## src/rtl/fp_align_ctrl.sv

```systemverilog
// fp_align_ctrl: exponent compare and serial mantissa alignment ahead of the mantissa add/sub stage
module fp_align_ctrl #(
    parameter int EXP_SIZE = 8,
    parameter int MAN_SIZE = 24,
    parameter logic [1:0] EQUAL = 2'b00,
    parameter logic [1:0] GREAT = 2'b01,
    parameter logic [1:0] SMALL = 2'b10
) (
    input  logic                clk,
    input  logic                rst_n,
    input  logic                in_start,
    input  logic [EXP_SIZE-1:0] in_exp_A,
    input  logic [EXP_SIZE-1:0] in_exp_B,
    input  logic [MAN_SIZE-1:0] in_man_A,
    input  logic [MAN_SIZE-1:0] in_man_B,
    output logic                out_busy,
    output logic                out_done,
    output logic [1:0]          out_code,
    output logic [EXP_SIZE-1:0] out_exp,
    output logic [MAN_SIZE-1:0] out_man_A,
    output logic [MAN_SIZE-1:0] out_man_B,
    output logic                out_sticky
);
    localparam logic [1:0] S_IDLE = 2'd0, S_CMP = 2'd1, S_SHIFT = 2'd2, S_DONE = 2'd3;
    logic [1:0]          state, code;
    logic [EXP_SIZE-1:0] exp_a, exp_b, cnt, diff;
    logic [MAN_SIZE-1:0] man_a, man_b;
    logic                sticky, a_lt_b, sat;
    always_comb begin
        a_lt_b = exp_a < exp_b;
        diff   = a_lt_b ? exp_b - exp_a : exp_a - exp_b;
        sat    = 32'(diff) > MAN_SIZE + 1;
    end
    assign out_busy   = state == S_CMP || state == S_SHIFT;
    assign out_done   = state == S_DONE;
    assign out_code   = code;
    assign out_exp    = a_lt_b ? exp_b : exp_a;
    assign out_man_A  = man_a;
    assign out_man_B  = man_b;
    assign out_sticky = sticky;
    always_ff @(posedge clk or negedge rst_n) begin
        if (!rst_n) begin
            state  <= S_IDLE;
            code   <= '0;
            exp_a  <= '0;
            exp_b  <= '0;
            man_a  <= '0;
            man_b  <= '0;
            cnt    <= '0;
            sticky <= 1'b0;
        end else begin
            case (state)
                S_IDLE, S_DONE: begin
                    if (in_start) begin
                        exp_a  <= in_exp_A;
                        exp_b  <= in_exp_B;
                        man_a  <= in_man_A;
                        man_b  <= in_man_B;
                        sticky <= 1'b0;
                        state  <= S_CMP;
                    end else begin
                        state <= S_IDLE;
                    end
                end
                S_CMP: begin
                    code <= (exp_a == exp_b) ? EQUAL : (a_lt_b ? GREAT : SMALL);
                    if (exp_a == exp_b) begin
                        state <= S_DONE;
                    end else if (sat) begin
                        // everything would be shifted out: collapse to the final result at once
                        if (a_lt_b) begin
                            man_a  <= '0;
                            sticky <= |man_a;
                            exp_a  <= exp_b;
                        end else begin
                            man_b  <= '0;
                            sticky <= |man_b;
                            exp_b  <= exp_a;
                        end
                        state <= S_DONE;
                    end else begin
                        cnt   <= diff;
                        state <= S_SHIFT;
                    end
                end
                default: begin
                    if (code == GREAT) begin
                        man_a  <= man_a >> 1;
                        sticky <= sticky | man_a[0];
                        exp_a  <= exp_a + 1'b1;
                    end else begin
                        man_b  <= man_b >> 1;
                        sticky <= sticky | man_b[0];
                        exp_b  <= exp_b + 1'b1;
                    end
                    cnt <= cnt - 1'b1;
                    if (cnt == 1) state <= S_DONE;
                end
            endcase
        end
    end
endmodule

```

## config.mk

```make
export PLATFORM = sky130hd
export DESIGN_NAME = fp_align_ctrl
export DESIGN_NICKNAME = d
export VERILOG_FILES = /design/src/rtl/fp_align_ctrl.sv
export SDC_FILE = /design/constraint.sdc
export NUM_CORES = 1
export LEC_CHECK = 0
export ABC_CLOCK_PERIOD_IN_PS = 6900
export BUFFER_PORTS_ARGS = -buffer_cell sky130_fd_sc_hd__buf_2
export CAP_MARGIN = 20
export CORE_AREA = 8 8 132 158
export DETAILED_ROUTE_END_ITERATION = 10
export DIE_AREA = 0 0 140 166
export HOLD_SLACK_MARGIN = 0.05
export PLACE_DENSITY = 0.6
export SLEW_MARGIN = 20
export SYNTH_ARGS = -nofsm -noshare
export SYNTH_HDL_FRONTEND = slang
export SYNTH_SLANG_ARGS = --single-unit
```

## constraint.sdc

```tcl
create_clock -name clk -period 6.9 [get_ports clk]
set_input_delay 1.38 -clock clk [delete_from_list [all_inputs] [get_ports clk]]
set_output_delay 1.38 -clock clk [all_outputs]
set_load 0.05 [all_outputs]
```

==> results.sh <==
export IMPL_post_synth_inst_count=553
export IMPL_cts_num_sinks=77
export IMPL_via_per_inst=5.387
export IMPL_path_max_fanout=17
export IMPL_tritoncts_num_buffers=9
export IMPL_flip_flop_and_latch_count_after_synthesis=77
export IMPL_placement_io_buffers=127
export IMPL_drcViolationCount=0
export IMPL_fraction_of_final_layout_cells_with_drive_strength_greater_than_1=0.3157
export IMPL_antenna_violations_before_repair=0
export IMPL_dpl_worst_slack_ns=2.983
export IMPL_regToRegSetupSlack_ns=2.95
export IMPL_slew_headroom=0.2961
export IMPL_cp_max_delay_cell="ha_1"
export IMPL_start_kind="flip-flop"
export IMPL_post_cts_resize_count=0
export IMPL_area_delta_synth_final_pct=21.16
export IMPL_cp_data_arrival_time_ns=2.96
export IMPL_hold_buffers=0
export IMPL_gp_routability_congestion=0.8979
export IMPL_synth_area_leaders="dfrtp_1 (36%), mux2_2 (6.1%), a22o_1 (5.5%), mux2_4 (5.3%), ha_1 (5.1%)"
export IMPL_chipHeight_um=166
export IMPL_rsz0062_at_grt="no"
export IMPL_grt_remaining_overflow=0
export IMPL_synth_largest_area_cell="dfrtp_1"
export IMPL_layout_commonest_cell="buf_2"
export IMPL_largest_net_degree_at_the_start_of_global_routing=78
export IMPL_clock_insertion_delay_worst_skew_ns=0.35
export IMPL_finalWorstSetupSlack_ns=2.559
export IMPL_detailedRoute_firstIterationViolations=441
export IMPL_totalNegativeSetupSlack_ns=0
export IMPL_nNetsFinal=750
export IMPL_die_w_um=140
export IMPL_site_row_count=55
export IMPL_fmax_mhz=230.4
export IMPL_postSynth_asyncResetShare=1.000
export IMPL_drv_max_cap_violation_count=0
export IMPL_timing_critical_path_slowest_cell_delay_ns=0.52
export IMPL_synthDominantCellAreaShare=0.3589
export IMPL_final_worst_hold_slack_ns=0.5005
export IMPL_outcome="complete, no violations"
export IMPL_yosysWarnings=0
export IMPL_num_io_pins=128
export IMPL_ys_flop_type="dfrtp_1"
export IMPL_sequential_to_total_area_share_from_yosys_stat=0.3589
export IMPL_finish_stage_setup_viols=0
export IMPL_drt_wirelength_per_cell_um=19.57
export IMPL_drt_antenna_violating_nets=0
export IMPL_mappedNetlistArea_mm2=0.005369
export IMPL_grt_first_pass_wirelength_um=28210
export IMPL_cts_htree_levels=3
export IMPL_finClkSkew_ns=0.006994
export IMPL_synthesis_area_per_instance_um2=9.709
export IMPL_worstPathCellList="inv_1 -> ha_1 -> nand3_1 -> a21oi_4 -> nor2_4 -> o21ai_0 -> buf_2"
export IMPL_first_global_vias=4994
export IMPL_design_die_area_mm2=0.02324
export IMPL_finalMaxSlewViolations=0
export IMPL_core_area_mm2=0.01844
export IMPL_route_vias_total=4794
export IMPL_most_common_layout_cells="buf_2 (126), dfrtp_1 (77), nand2_1 (61)"
export IMPL_critical_path_endpoint_type="output pin"
export IMPL_cts_path_max_buffers=2
export IMPL_period_share=0.6291
export IMPL_synth_enable_flop_cells=0
export IMPL_cts_root_buffer="clkbuf_16"
export IMPL_grtUsageTotal=0.1505
export IMPL_floorplan_initialDensity=0.2911
export IMPL_ws_path_type="flip-flop to output pin"
export IMPL_post_cts_setup_buffer_count=0
export IMPL_synth_lib_cells_used_distinct=68
export IMPL_finalHoldViolCount=0
export IMPL_path_clk_slew_ns=0.06
export IMPL_worst_endpoint_required_ns=5.52
export IMPL_routed_wirelength_um=17420
export IMPL_drtPass1Iterations=5
export IMPL_tightest_slew_ns=1.052
export IMPL_postSynthNetCount=644
export IMPL_path_category_of_the_worst_min_delay_check="flip-flop to flip-flop"
export IMPL_hpwl_um=12690
export IMPL_cts_tree="yes"
export IMPL_n_antenna_cell=0
export IMPL_final_min_clock_period_ns=4.341
[final timing paths]
check	startpoint	end	depth (start not counted)
min	out_sticky$_DFFE_PN0P_	out_sticky$_DFFE_PN0P_	1
max reg2reg	exp_a[3]$_DFFE_PN0P_	exp_b[1]$_DFFE_PN0P_	10
min in group asynchronous	rst_n	out_man_B[4]$_DFFE_PN0P_	1
max in group asynchronous	rst_n	exp_b[5]$_DFFE_PN0P_	1
max	exp_a[2]$_DFFE_PN0P_	out_exp[5]	7
min reg2reg	out_sticky$_DFFE_PN0P_	out_sticky$_DFFE_PN0P_	1
[worst max-delay path: cells and delay by family, from the launching register on]
family / cells / cell delay (ns)
AND/OR/NAND/NOR: 2 / 0.38
adder cells (fa/ha/maj): 1 / 0.52
AO/OA/AOI/OAI: 2 / 0.74
buffers and inverters: 2 / 0.50
flip-flops: 1 / 0.46
[cells in the mapped netlist, drive strengths merged, types with 2 or more instances]
cell / n
a311o: 4
o211ai: 3
buf: 13
mux2: 49
dfrtp: 77
nand4: 3
and2: 2
o32a: 2
nand2: 62
a31oi: 5
o211a: 3
a222oi: 9
ha: 22
clkbuf: 23
and4: 2
nor2b: 3
or3: 4
nor2: 16
and3: 4
nor3: 19
o22ai: 2
fa: 2
a221oi: 3
nor4: 16
nand3: 13
o21a: 3
a21oi: 23
mux2i: 19
o221ai: 4
xor2: 3
o21ai: 32
xnor2: 12
a21o: 6
a21boi: 2
o41ai: 3
inv: 33
a211oi: 4
a22oi: 2
a22o: 34
[logic make-up after synthesis]
| family | synth area share |
|---|---|
| AOI/OAI and AO/OA | 0.2160 |
| and+or+nand+nor | 0.1359 |
| DFF | 0.3589 |
| buffers and inverters | 0.05453 |
| muxes | 0.1515 |
| adders and majority gates | 0.05873 |
| xor gates and xnor gates | 0.02447 |
[metal layers]
metal  up-vias  track usage  routed length, um
met1      2334       0.1925               7776
li1       2268            -                  -
met5         -            0                  0
met2       166       0.2482               8516
met4         0      0.05676                345
met3        26      0.02560                777
[stage by stage]
| step | instances | area, um2 | util |
|---|---|---|---|
| 5_1_grt | 890 | 6505 | 0.3527 |
| 3_5_place_dp | 876 | 6188 | 0.3356 |
| 3_3_place_gp | 875 | 6168 | 0.3345 |
| 6_report | 890 | 6505 | 0.3527 |
| 2_1_floorplan | 553 | 5369 | - |
| 4_1_cts | 890 | 6501 | 0.3525 |
[area by class of cell]
cell class,count,area [um2]
Multi-Input combinational cell,407,3172
Clock buffer,10,239.0
Tap cell,228,285.3
Sequential cell,77,1927
Inverter,33,123.9
Timing Repair Buffer,131,684.4
Fill cell,1949,11940
Clock inverter,4,73.82
[state kept, by name, summed over array words and instances (netlist names)]
name	count
out_man_A	24
out_man_B	24
cnt	8
exp_a	8
exp_b	8
out_code	2
state	2
out_sticky	1
Power is not shown: default switching activity piles up to over one toggle a cycle in this logic, so the estimate is an artifact.
